### config.mk
export PLATFORM = sky130hd
export DESIGN_NAME = udp_pkt_source
export DESIGN_NICKNAME = d
export VERILOG_FILES = /design/src/rtl/udp_pkt_source.sv
export SDC_FILE = /design/constraint.sdc
export NUM_CORES = 1
export LEC_CHECK = 0
export ABC_AREA = 1
export BUFFER_PORTS_ARGS = -buffer_cell sky130_fd_sc_hd__buf_2
export CAP_MARGIN = 15
export CORE_MARGIN = 5
export CORE_UTILIZATION = 49
export DETAILED_ROUTE_END_ITERATION = 10
export PLACE_DENSITY = 0.71
export SLEW_MARGIN = 40
export SYNTH_ARGS = -nofsm -noshare
export SYNTH_HDL_FRONTEND = slang
export SYNTH_SLANG_ARGS = --single-unit
### constraint.sdc
create_clock -name clk_i -period 3.8 [get_ports clk_i]
set_input_delay 0.95 -clock clk_i [delete_from_list [all_inputs] [get_ports clk_i]]
set_output_delay 0.95 -clock clk_i [all_outputs]
set_load 0.01 [all_outputs]
### src/rtl/udp_pkt_source.sv
// Self-timed UDP payload generator for the transmit side of eth_udp_mii.
// Starts packets periodically or on trig, then answers word requests with FIFO timing.
module udp_pkt_source #(
  parameter int unsigned INTERVAL_CYC  = 25_000_000,
  parameter int unsigned PAYLOAD_BYTES = 64,
  parameter int unsigned TIMEOUT_CYC   = 2_000_000,
  parameter logic [15:0] MAGIC         = 16'hA55A
) (
  input  logic        clk_i,
  input  logic        sys_rst_n,
  input  logic        enable_i,
  input  logic        trig_i,
  input  logic        read_data_req_i,
  input  logic        send_end_i,
  output logic        send_en_o,
  output logic [31:0] send_data_o,
  output logic [15:0] send_data_num_o,
  output logic        busy_o,
  output logic [15:0] pkt_cnt_o,
  output logic        timeout_err_o
);

  localparam int unsigned WORDS = (PAYLOAD_BYTES + 3) / 4;
  localparam logic [15:0] WORDS16 = 16'(WORDS);
  localparam int TMR_W = $clog2(INTERVAL_CYC + 1);
  localparam int TO_W  = $clog2(TIMEOUT_CYC + 1);
  localparam logic [TMR_W-1:0] TMR_LAST = TMR_W'(INTERVAL_CYC - 1);
  localparam logic [TO_W-1:0]  TO_LAST  = TO_W'(TIMEOUT_CYC - 1);

  typedef enum logic [1:0] {IDLE, START, WAIT} state_e;

  state_e            state_q, state_d;
  logic [TMR_W-1:0]  timer_q, timer_d;
  logic [TO_W-1:0]   to_q, to_d;
  logic [15:0]       idx_q, idx_d;
  logic [31:0]       data_q, data_d;
  logic [15:0]       pkt_cnt_q, pkt_cnt_d;
  logic [15:0]       seq_q, seq_d;
  logic              err_q, err_d;
  logic              startReq;
  logic              toHit;

  function automatic logic [31:0] wordAt(input logic [15:0] k, input logic [15:0] s);
    if (k == 16'd0)   return {MAGIC, s};
    if (k < WORDS16)  return {s[7:0], 8'h00, k};
    return 32'h0000_0000;
  endfunction

  assign startReq = trig_i || (enable_i && (timer_q == TMR_LAST));
  // The wait window ends after TIMEOUT_CYC cycles counted from the start pulse.
  assign toHit    = ((to_q + 1'b1) == TO_LAST);

  always_ff @(posedge clk_i or negedge sys_rst_n) begin
    if (!sys_rst_n) state_q <= IDLE;
    else            state_q <= state_d;
  end

  always_comb begin
    state_d = state_q;
    unique case (state_q)
      IDLE:    if (startReq) state_d = START;
      START:   state_d = WAIT;
      WAIT:    if (send_end_i || toHit) state_d = IDLE;
      default: state_d = IDLE;
    endcase
  end

  always_comb begin
    timer_d   = timer_q;
    to_d      = to_q;
    idx_d     = idx_q;
    data_d    = data_q;
    pkt_cnt_d = pkt_cnt_q;
    seq_d     = seq_q;
    err_d     = err_q;
    send_en_o = 1'b0;
    busy_o    = 1'b1;
    // Reads are served in every state so a late engine never stalls.
    if (read_data_req_i) begin
      data_d = wordAt(idx_q, seq_q);
      if (idx_q < WORDS16) idx_d = idx_q + 16'd1;
    end
    unique case (state_q)
      IDLE: begin
        busy_o = 1'b0;
        if (!enable_i)               timer_d = '0;
        else if (timer_q != TMR_LAST) timer_d = timer_q + 1'b1;
      end
      START: begin
        send_en_o = 1'b1;
        idx_d     = '0;
        to_d      = '0;
      end
      WAIT: begin
        to_d = to_q + 1'b1;
        if (send_end_i) begin
          pkt_cnt_d = pkt_cnt_q + 16'd1;
          seq_d     = seq_q + 16'd1;
          timer_d   = '0;
        end else if (toHit) begin
          err_d   = 1'b1;
          timer_d = '0;
        end
      end
      default: busy_o = 1'b0;
    endcase
  end

  always_ff @(posedge clk_i or negedge sys_rst_n) begin
    if (!sys_rst_n) begin
      timer_q   <= '0;
      to_q      <= '0;
      idx_q     <= '0;
      data_q    <= '0;
      pkt_cnt_q <= '0;
      seq_q     <= '0;
      err_q     <= 1'b0;
    end else begin
      timer_q   <= timer_d;
      to_q      <= to_d;
      idx_q     <= idx_d;
      data_q    <= data_d;
      pkt_cnt_q <= pkt_cnt_d;
      seq_q     <= seq_d;
      err_q     <= err_d;
    end
  end

  assign send_data_o     = data_q;
  assign send_data_num_o = 16'(PAYLOAD_BYTES);
  assign pkt_cnt_o       = pkt_cnt_q;
  assign timeout_err_o   = err_q;

endmodule

# --- Word-level counts from Yosys, hierarchy flattened ---
# Index checks and enable logic that the tools add are counted.
op_classes:
  addsub: 5
  multipliers: 0
  div_mod_pow: 0
  order_cmp: 1
  eq_ne: 9
  shift: 0
  mux: 23
  bitwise: 1
  reduce_logical: 15
op_table:
  columns: ["operator", "count"]
  rows:
  - ["32-bit 2-to-1 mux", 4]
  - ["25-bit 2-to-1 mux", 4]
  - ["25-bit one-hot mux with 2 select lines", 1]
  - ["16-bit by 1-bit adder with 16-bit output, second input constant", 3]
  - ["16-bit 2-to-1 mux", 3]
  - ["21-bit one-hot mux with 2 select lines", 1]
  - ["25-bit by 1-bit adder with 25-bit output, second input constant", 1]
  - ["25-bit == test, second input constant", 1]
  - ["25-bit != test, second input constant", 1]
  - ["21-bit by 1-bit adder with 21-bit output, second input constant", 1]
  - ["21-bit == test, second input constant", 1]
  - ["16-bit logical NOT", 1]
  - ["16-bit by 5-bit less-than comparator with 1-bit output, second input constant", 1]
  - ["2-bit nonzero test", 4]
  - ["1-bit 2-to-1 mux", 7]
  - ["3-bit != test, second input constant", 2]
  - ["2-bit one-hot mux with 3 select lines", 1]
  - ["2-bit AND reduction", 3]
  - ["3-bit AND reduction", 2]
  - ["2-bit 2-to-1 mux", 2]
  - ["2-bit != test, second input constant", 2]
  - ["2-bit by 1-bit == test with 1-bit output, second input constant", 1]
  - ["2-bit == test, second input constant", 1]
  - ["2-bit logical NOT", 1]
  - ["4 further kinds", 5]
totals:
  register_bits: 129
  latchBits: 0
  ramBits: 0
  mem_bits_ro: 0
  mem_count: 0

# --- Logic depth before layout (Yosys ltp) ---
# Gate-level depths: netlist of the first run.
depth:
  depth_word: 7
  mapped_depth: 16

# --- Worst setup path before layout of the first run ---
# Ideal clock, no wire load.
synth_timing:
  path_kind: "input -> register"
  from: "input send_end_i"
  to: "register seq_q[15]"
  setup_time_ns: 0.123
  arrival_ns: 2.082
  t_required_ns: 3.677
  setup_slack_ns: 1.595
  path_stages: 8
  n_path_buf: 0
  cell_sequence: "nand2_2 -> nor2_1 -> nand3_1 -> nor2_1 -> nand3_1 -> nor3_1 -> nand3_1 -> xor2_1"
synth_via:
  elab_chain_cells: 1
synth_rtl:
  columns: ["element", "line", "source"]
  rows:
  - ["start: declaration", "14", "input logic send_end_i,"]
  - ["2-bit AND reduction (no source line)", null, null]
  - ["end signal: assignment", "124", "seq_q <= seq_d;"]
  - ["end: declaration", "38", "logic [15:0] seq_q, seq_d;"]
# Every way passes these cells.
# A chain may end at the register's enable or synchronous reset.

# --- Final worst setup path of the first run ---
layout_timing:
  from: "register to_q[1]"
  to: "register timer_q[9]"
layout_via:
  elab_chain_cells: 4
layout_rtl:
  columns: ["element", "line", "source"]
  rows:
  - ["start: declaration", "34", "logic [TO_W-1:0] to_q, to_d;"]
  - ["start signal: assignment", "120", "to_q <= to_d;"]
  - ["21-bit by 1-bit adder with 21-bit output", "51", "assign toHit = ((to_q + 1'b1) == TO_LAST);"]
  - ["21-bit == test", "51", null]
  - ["3-bit != test (no source line)", null, null]
  - ["3-bit AND reduction (no source line)", null, null]
  - ["end signal: assignment", "119", "timer_q <= timer_d;"]
  - ["end: declaration", "33", "logic [TMR_W-1:0] timer_q, timer_d;"]
# Every way passes these cells.

==> results of run 1 <==
[area by class of cell]
| type | count | area (um2) |
|---|---|---|
| inverters | 98 | 368 |
| fillers | 1202 | 5750 |
| repair buffers | 57 | 313 |
| clock buffers | 23 | 468 |
| clock inverters | 9 | 67.6 |
| flip-flops and latches | 122 | 3050 |
| multi-input cells | 589 | 2950 |
| well taps | 176 | 220 |
[state kept, by name (all words and copies together) (netlist names)]
| name | cells |
|---|---|
| timeout_err_o | 1 |
| send_data_o | 25 |
| idx_q | 16 |
| pkt_cnt_o | 16 |
| timer_q | 25 |
| state_q | 2 |
| to_q | 21 |
| seq_q | 16 |
[stage by stage]
step / instance area [um2] / power (uW) / utilization, % / setup WS (ns) / hold slack [ns]
after floorplan: 6650 / 2400 / - / 1.60 / 0.458
after global placement: 6910 / 2710 / 52.4 / 1.08 / 0.453
after detailed placement: 6910 / 2730 / 52.4 / 1.09 / 0.467
after CTS: 7440 / 4200 / 56.4 / 1.19 / 0.456
after global routing: 7440 / 4410 / 56.4 / 0.801 / 0.484
final: 7440 / 4150 / 56.4 / 1.18 / 0.457
[per-layer routing]
layer  wire length [um]  up-vias  part of all wire (%)  GRT usage, %
met1               6760     2530                    48          25.9
met3                719       16                   5.1          4.61
met2               6390      123                    46          29.4
li1                   -     2751                     -             -
met4                166        0                   1.2          5.62
met5                  0        -                     0             0
[where the power goes]
part | internal [uW] | total [uW] | leakage, uW | switching [uW]
Clock | 869 | 1450 | 0.000254 | 577
Combinational | 334 | 1060 | 0.00178 | 730
Sequential | 1480 | 1640 | 0.00163 | 160
[synth_stat cells, drive strengths merged]
library cell and number:
nand2 209, dfrtp 122, nor2 106, inv 98, nand3 79, o21ai 35
xor2 34, buf 30, nor3 24, nand4 16, clkbuf 13, ha 10
xnor2 10, o22ai 9, a32o 7, a21oi 6, nor4 6, o31ai 5
nor3b 3, a211oi 2, conb 2, a21o 1, a22o 1, and2 1
and3 1, mux2 1, nand3b 1, o211ai 1, o21bai 1
[cells by family after synthesis]
family | count (synthesis)
AND/OR/NAND/NOR | 446
buffers and inverters | 141
flip-flops | 122
AO/OA/AOI/OAI | 68
XOR/XNOR | 44
adder cells (fa/ha/maj) | 10
other | 2
multiplexers | 1
[worst max-delay path by stage]
| stage | start | to | slack [ns] | cells past startpoint |
|---|---|---|---|---|
| final | to_q[1] | timer_q[9] | 1.18 | 14 |
| after global routing | to_q[1] | timer_q[0] | 0.80 | 14 |
| after CTS | to_q[1] | timer_q[9] | 1.19 | 14 |
| after detailed placement | send_end_i | pkt_cnt_o[15] | 1.09 | 6 |
| after global placement | send_end_i | pkt_cnt_o[15] | 1.08 | 6 |
| after floorplan | send_end_i | seq_q[15] | 1.60 | 8 |
==> metrics.cfg, run 1 <==
[critical_path]
crit_arrival_ns = 2.92
cp_num_buf_inv = 1
critPathLaunchType = flip-flop
critPathMostFrequentCell = nand2_1
crit_path_max_fanout = 29
cp_slowest_cell = dfrtp_1
rrSetupSlack_ns = 1.18
crit_type = flip-flop to flip-flop
required_ns = 4.10
cpPeakStageDelay_ns = 0.42
cpLargestDelayFamily = simple AND/OR/NAND/NOR gates
reg2reg_to = timer_q[9]
end_kind = flip-flop
reg2reg_depth = 14
r2r_start = to_q[1]
crit_chain = ha_1 > nand3_2 > inv_2 > nand3_1 > nand2_1 > nand2_1 > nor2_1 > nand2_1 > nor2_2 > nand3_2 > nand2_2 > nand2_4 > nand2_1 > nand2_1

[floorplanning]
start_util_pct = 49.9
rows = 42
dieArea_um2 = 15900
fp.coreArea_um2 = 13200
die_w_um = 126
fp.dieH_um = 126
ioPinCount = 73

[synth]
synth_area_um2 = 6580
ys_ff_latch = 122
yosys_warnings = 0
synth_top_area_share_pct = 46.4
yosys.area_share.adder_pct = 1.90
synth.distinct_cells = 39
synth_compound_area_share_pct = 6.31
synth_xor_area_share_pct = 5.85
synthMuxAreaShare_pct = 0.228
syn_inst = 834
synth.avg_cell_area_um2 = 7.89
yosysSeqAreaShare_pct = 46.4
yosys.area_share.simple_pct = 29.4
yosysTopAreaCell = dfrtp_1
synth_top_family_by_area = simple AND/OR/NAND/NOR gates
synth_area_leaders = dfrtp_1 (46%), nand2_1 (12%), nand3_1 (5.8%)

[placement]
routabilityCongestion = 0.888
dp.cells = 1042
io_buffers = 52
hpwl_um = 9810

[global_routing]
grtUsageTotal_pct = 18.7
antenna_found_initial = 0
grt_overflow_total = 0
grt_pass1_wl_um = 24600
grt_max_degree = 94
grt_pass1_vias = 5210

[hold_path]
hp-class = input port to async pin

[status]
status = completed

[layout]
layout_commonest_cell = nand2_1
antenna_cells = 0
drive_above_1_share_pct = 11.1
instances_no_fill = 1074
layout_common_cells = nand2_1 (206), dfrtp_1 (122), nor2_1 (100)
final_nets = 901
area_growth_pct = 13.0

[drt]
avgRoutedWirePerCell_um = 13.1
routed_wl_um = 14000
avgViaCountPerCell = 5.05
num_vias = 5420
drc = 0
antenna_left = 0
first_pass_iters = 7
drt_iter0_markers = 492

[timing]
drv_slew = 0
clock.fmax_mhz = 382
fin_crit_ns = 2.62
fin_skew_ns = 0.0117
setup_viol = 0
max_slew_margin_pct = 50.1
worst_pin_slew_ns = 0.747
finalHoldViolCount = 0
finalSetupTns_ns = 0
rsz0062_at_grt = false
min_period_over_period_pct = 68.9

[pwr]
power_leakage_uw = 0.00366
irDropWorstVdd_uv = 369
power_density_nw_per_um2 = 558

[clock_network]
cts_sinks = 122
cts_setup_buffers = 0
cts_buffers = 17
root_buffer = clkbuf_16
clk_path_buf_depth = 2
clk_latency_ns = 0.42
clkTransAtPathRegs_ns = 0.05
cts_tree = built
post_cts_resized = 0
cts_hold_buf = 0
cts-htree-levels = 4

[job]
cap_violations = 0

No activity file was read; power rests on OpenSTA's default activity.
==> run 2: changes to the inputs <==
PLACE_DENSITY = 0.73   (was 0.71)
clock period = 2.4 ns   (was 3.8 ns; I/O delays follow)
==> metrics.cfg, run 2 (synthesis gave the netlist of run 1 again) <==
[status]
status = completed  ; unchanged

[pwr]
pwr-share-clk_pct = 36.0  ; was 34.8%
cell_internal_pwr_uw = 4650  ; was 2680 uW
irDropWorstVdd_uv = 574  ; was 369 uV
power_leakage_uw = 0.00375  ; was 0.00366 uW
swShare_pct = 33.5  ; was 35.3%
p_comb_share_pct = 26.6  ; was 25.7%
switchingPower_uw = 2350  ; was 1470 uW
seqPwrFrac_pct = 37.4  ; was 39.5%
power_density_nw_per_um2 = 915  ; was 558 nW/um2

[critical_path]
crit_chain = ha_4 > nand3_2 > inv_2 > nand3_2 > nor2_2 > nand2_1 > nand2_1 > nand2_1 > nor2_1 > nand3_2 > nand2_2 > buf_6 > nand2_1 > nand2_1 > nand2_1  ; was ha_1 > nand3_2 > inv_2 > nand3_1 > nand2_1 > nand2_1 > nor2_1 > nand2_1 > nor2_2 > nand3_2 > nand2_2 > nand2_4 > nand2_1 > nand2_1
required_ns = 2.70  ; was 4.10 ns
crit_type = flip-flop to flip-flop  ; unchanged
end_kind = flip-flop  ; unchanged
cp_num_buf_inv = 2  ; was 1
path_depth = 15  ; was 14
cp_slowest_cell = dfrtp_2  ; was dfrtp_1
crit_path_max_fanout = 13  ; was 29
crit_arrival_ns = 2.49  ; was 2.92 ns
cpPeakStageDelay_ns = 0.42  ; about the same
critPathLaunchType = flip-flop  ; unchanged
critPathMostFrequentCell = nand2_1  ; unchanged
reg2reg_depth = 15  ; was 14
cpLargestDelayFamily = simple AND/OR/NAND/NOR gates  ; unchanged

[timing]
clock.fmax_mhz = 457  ; was 382 MHz
finalHoldViolCount = 0  ; unchanged
setup_viol = 0  ; unchanged
fin_ws_ns = 0.212  ; was 1.18 ns
finalSetupTns_ns = 0  ; unchanged
min_period_over_period_pct = 91.2  ; was 68.9%
fin_skew_ns = 0.00573  ; was 0.0117 ns
fin_crit_ns = 2.19  ; was 2.62 ns
drv_slew = 0  ; unchanged

[floorplanning]
fp.coreArea_um2 = 13200  ; unchanged
dieArea_um2 = 15900  ; unchanged
start_util_pct = 49.9  ; unchanged
fp.dieH_um = 126  ; unchanged
rows = 42  ; unchanged
die_w_um = 126  ; unchanged
ioPinCount = 73  ; unchanged

[placement]
dp.cells = 1050  ; was 1042
io_buffers = 52  ; unchanged
routabilityCongestion = 0.901  ; was 0.888
hpwl_um = 10000  ; was 9810 um
dpl_cell_area_um2 = 6980  ; was 6910 um2
pre_cts_ws_ns = 0.0945  ; was 1.09 ns

[drt]
avgViaCountPerCell = 5.11  ; was 5.05
antenna_left = 0  ; unchanged
first_pass_iters = 5  ; was 7
drt_iter0_markers = 471  ; was 492
avgRoutedWirePerCell_um = 13.3  ; was 13.1 um
num_vias = 5541  ; was 5420
routed_wl_um = 14400  ; was 14000 um
drc = 0  ; unchanged

[global_routing]
grt_pass1_wl_um = 24400  ; was 24600 um
grt_overflow_total = 0  ; unchanged
grt_pass1_vias = 5277  ; was 5210
grtUsageTotal_pct = 18.6  ; was 18.7%
grt_max_degree = 55  ; was 94
antenna_found_initial = 0  ; unchanged

[layout]
layout_common_cells = nand2_1 (206), dfrtp_1 (119), nor2_1 (99)  ; was nand2_1 (206), dfrtp_1 (122), nor2_1 (100)
drive_above_1_share_pct = 13.0  ; was 11.1%
instances_no_fill = 1085  ; was 1074
antenna_cells = 0  ; unchanged
fillers = 1178  ; was 1202
design_area_um2 = 7650  ; was 7440 um2
area_growth_pct = 16.3  ; was 13.0%
final_nets = 912  ; was 901
layout_commonest_cell = nand2_1  ; unchanged

[clock_network]
cts_buffers = 17  ; unchanged
clkTransAtPathRegs_ns = 0.05  ; about the same
clk_path_buf_depth = 2  ; unchanged
root_buffer = clkbuf_16  ; unchanged
clk_latency_ns = 0.41  ; was 0.42 ns
cts_sinks = 122  ; unchanged
cts_tree = built  ; unchanged
cts-htree-levels = 4  ; unchanged

[job]
cap_violations = 0  ; unchanged

[hold_path]
hp-class = input port to async pin  ; unchanged

-- run 2: changes by cell type in the layout (fill, tap and decap cells not counted), sizes merged --
cell and delta:
bufinv +2, buf +10, mux2 +1, clkinv -3
clkbuf +3, clkinvlp -1, inv -1
-- run 2: final cells by class --
class	count	area [um2]	area share, %
repair buffers	67	417	5.44
inverters	98	368	4.81
multi-input cells	590	3000	39.2
well taps	176	220	2.88
clock inverters	6	85.1	1.11
clock buffers	26	509	6.65
flip-flops and latches	122	3060	39.9
-- run 2: final timing paths --
kind	to	slack, ns	from
setup / recovery	state_q[0]	0.21	to_q[1]
hold reg to reg	send_data_o[15]	0.48	send_data_o[15]
setup reg to reg	state_q[0]	0.21	to_q[1]
max in group asynchronous	timer_q[0]	1.64	sys_rst_n
min in group clk_i	send_data_o[15]	0.48	send_data_o[15]
hold / removal	send_data_o[15]	0.12	sys_rst_n
-- run 2: per-stage QoR --
stage	util (%)	hold WS (ns)	power, uW
floorplan	-	0.304	3800
global placement	52.9	0.456	4340
detailed placement	52.9	0.468	4380
CTS	57.4	0.116	6930
global route	58.0	0.141	7410
finish	58.0	0.124	7000
-- run 2: routing by layer --
metal / up-vias / global-route usage, % / wire (um) / part of all wire [%]
met3: 28 / 5.04 / 868 / 6.0
met5: - / 0 / 0 / 0
li1: 2774 / - / - / -
met4: 0 / 6.81 / 288 / 2.0
met1: 2587 / 24.8 / 6630 / 46
met2: 152 / 29.1 / 6650 / 46
-- run 2: timing repair --
action / CTS / global route
resized for setup: 0 / 10
endpoints found under the setup margin: 0 / 28
buffers inserted: 0 / 2
hold buffers: 0 / 0
endpoints found under the hold margin: 0 / 0
-- run 2: power by group through the flow --
| stage | logic (uW) | registers (uW) | clock network (uW) |
|---|---|---|---|
| 2_1_floorplan | 1130 | 2670 | 0 |
| 3_3_place_gp | 1720 | 2620 | 0 |
| 3_5_place_dp | 1740 | 2640 | 0 |
| 4_1_cts | 1760 | 2610 | 2570 |
| 5_1_grt | 2080 | 2660 | 2670 |
| 6_report | 1860 | 2620 | 2520 |
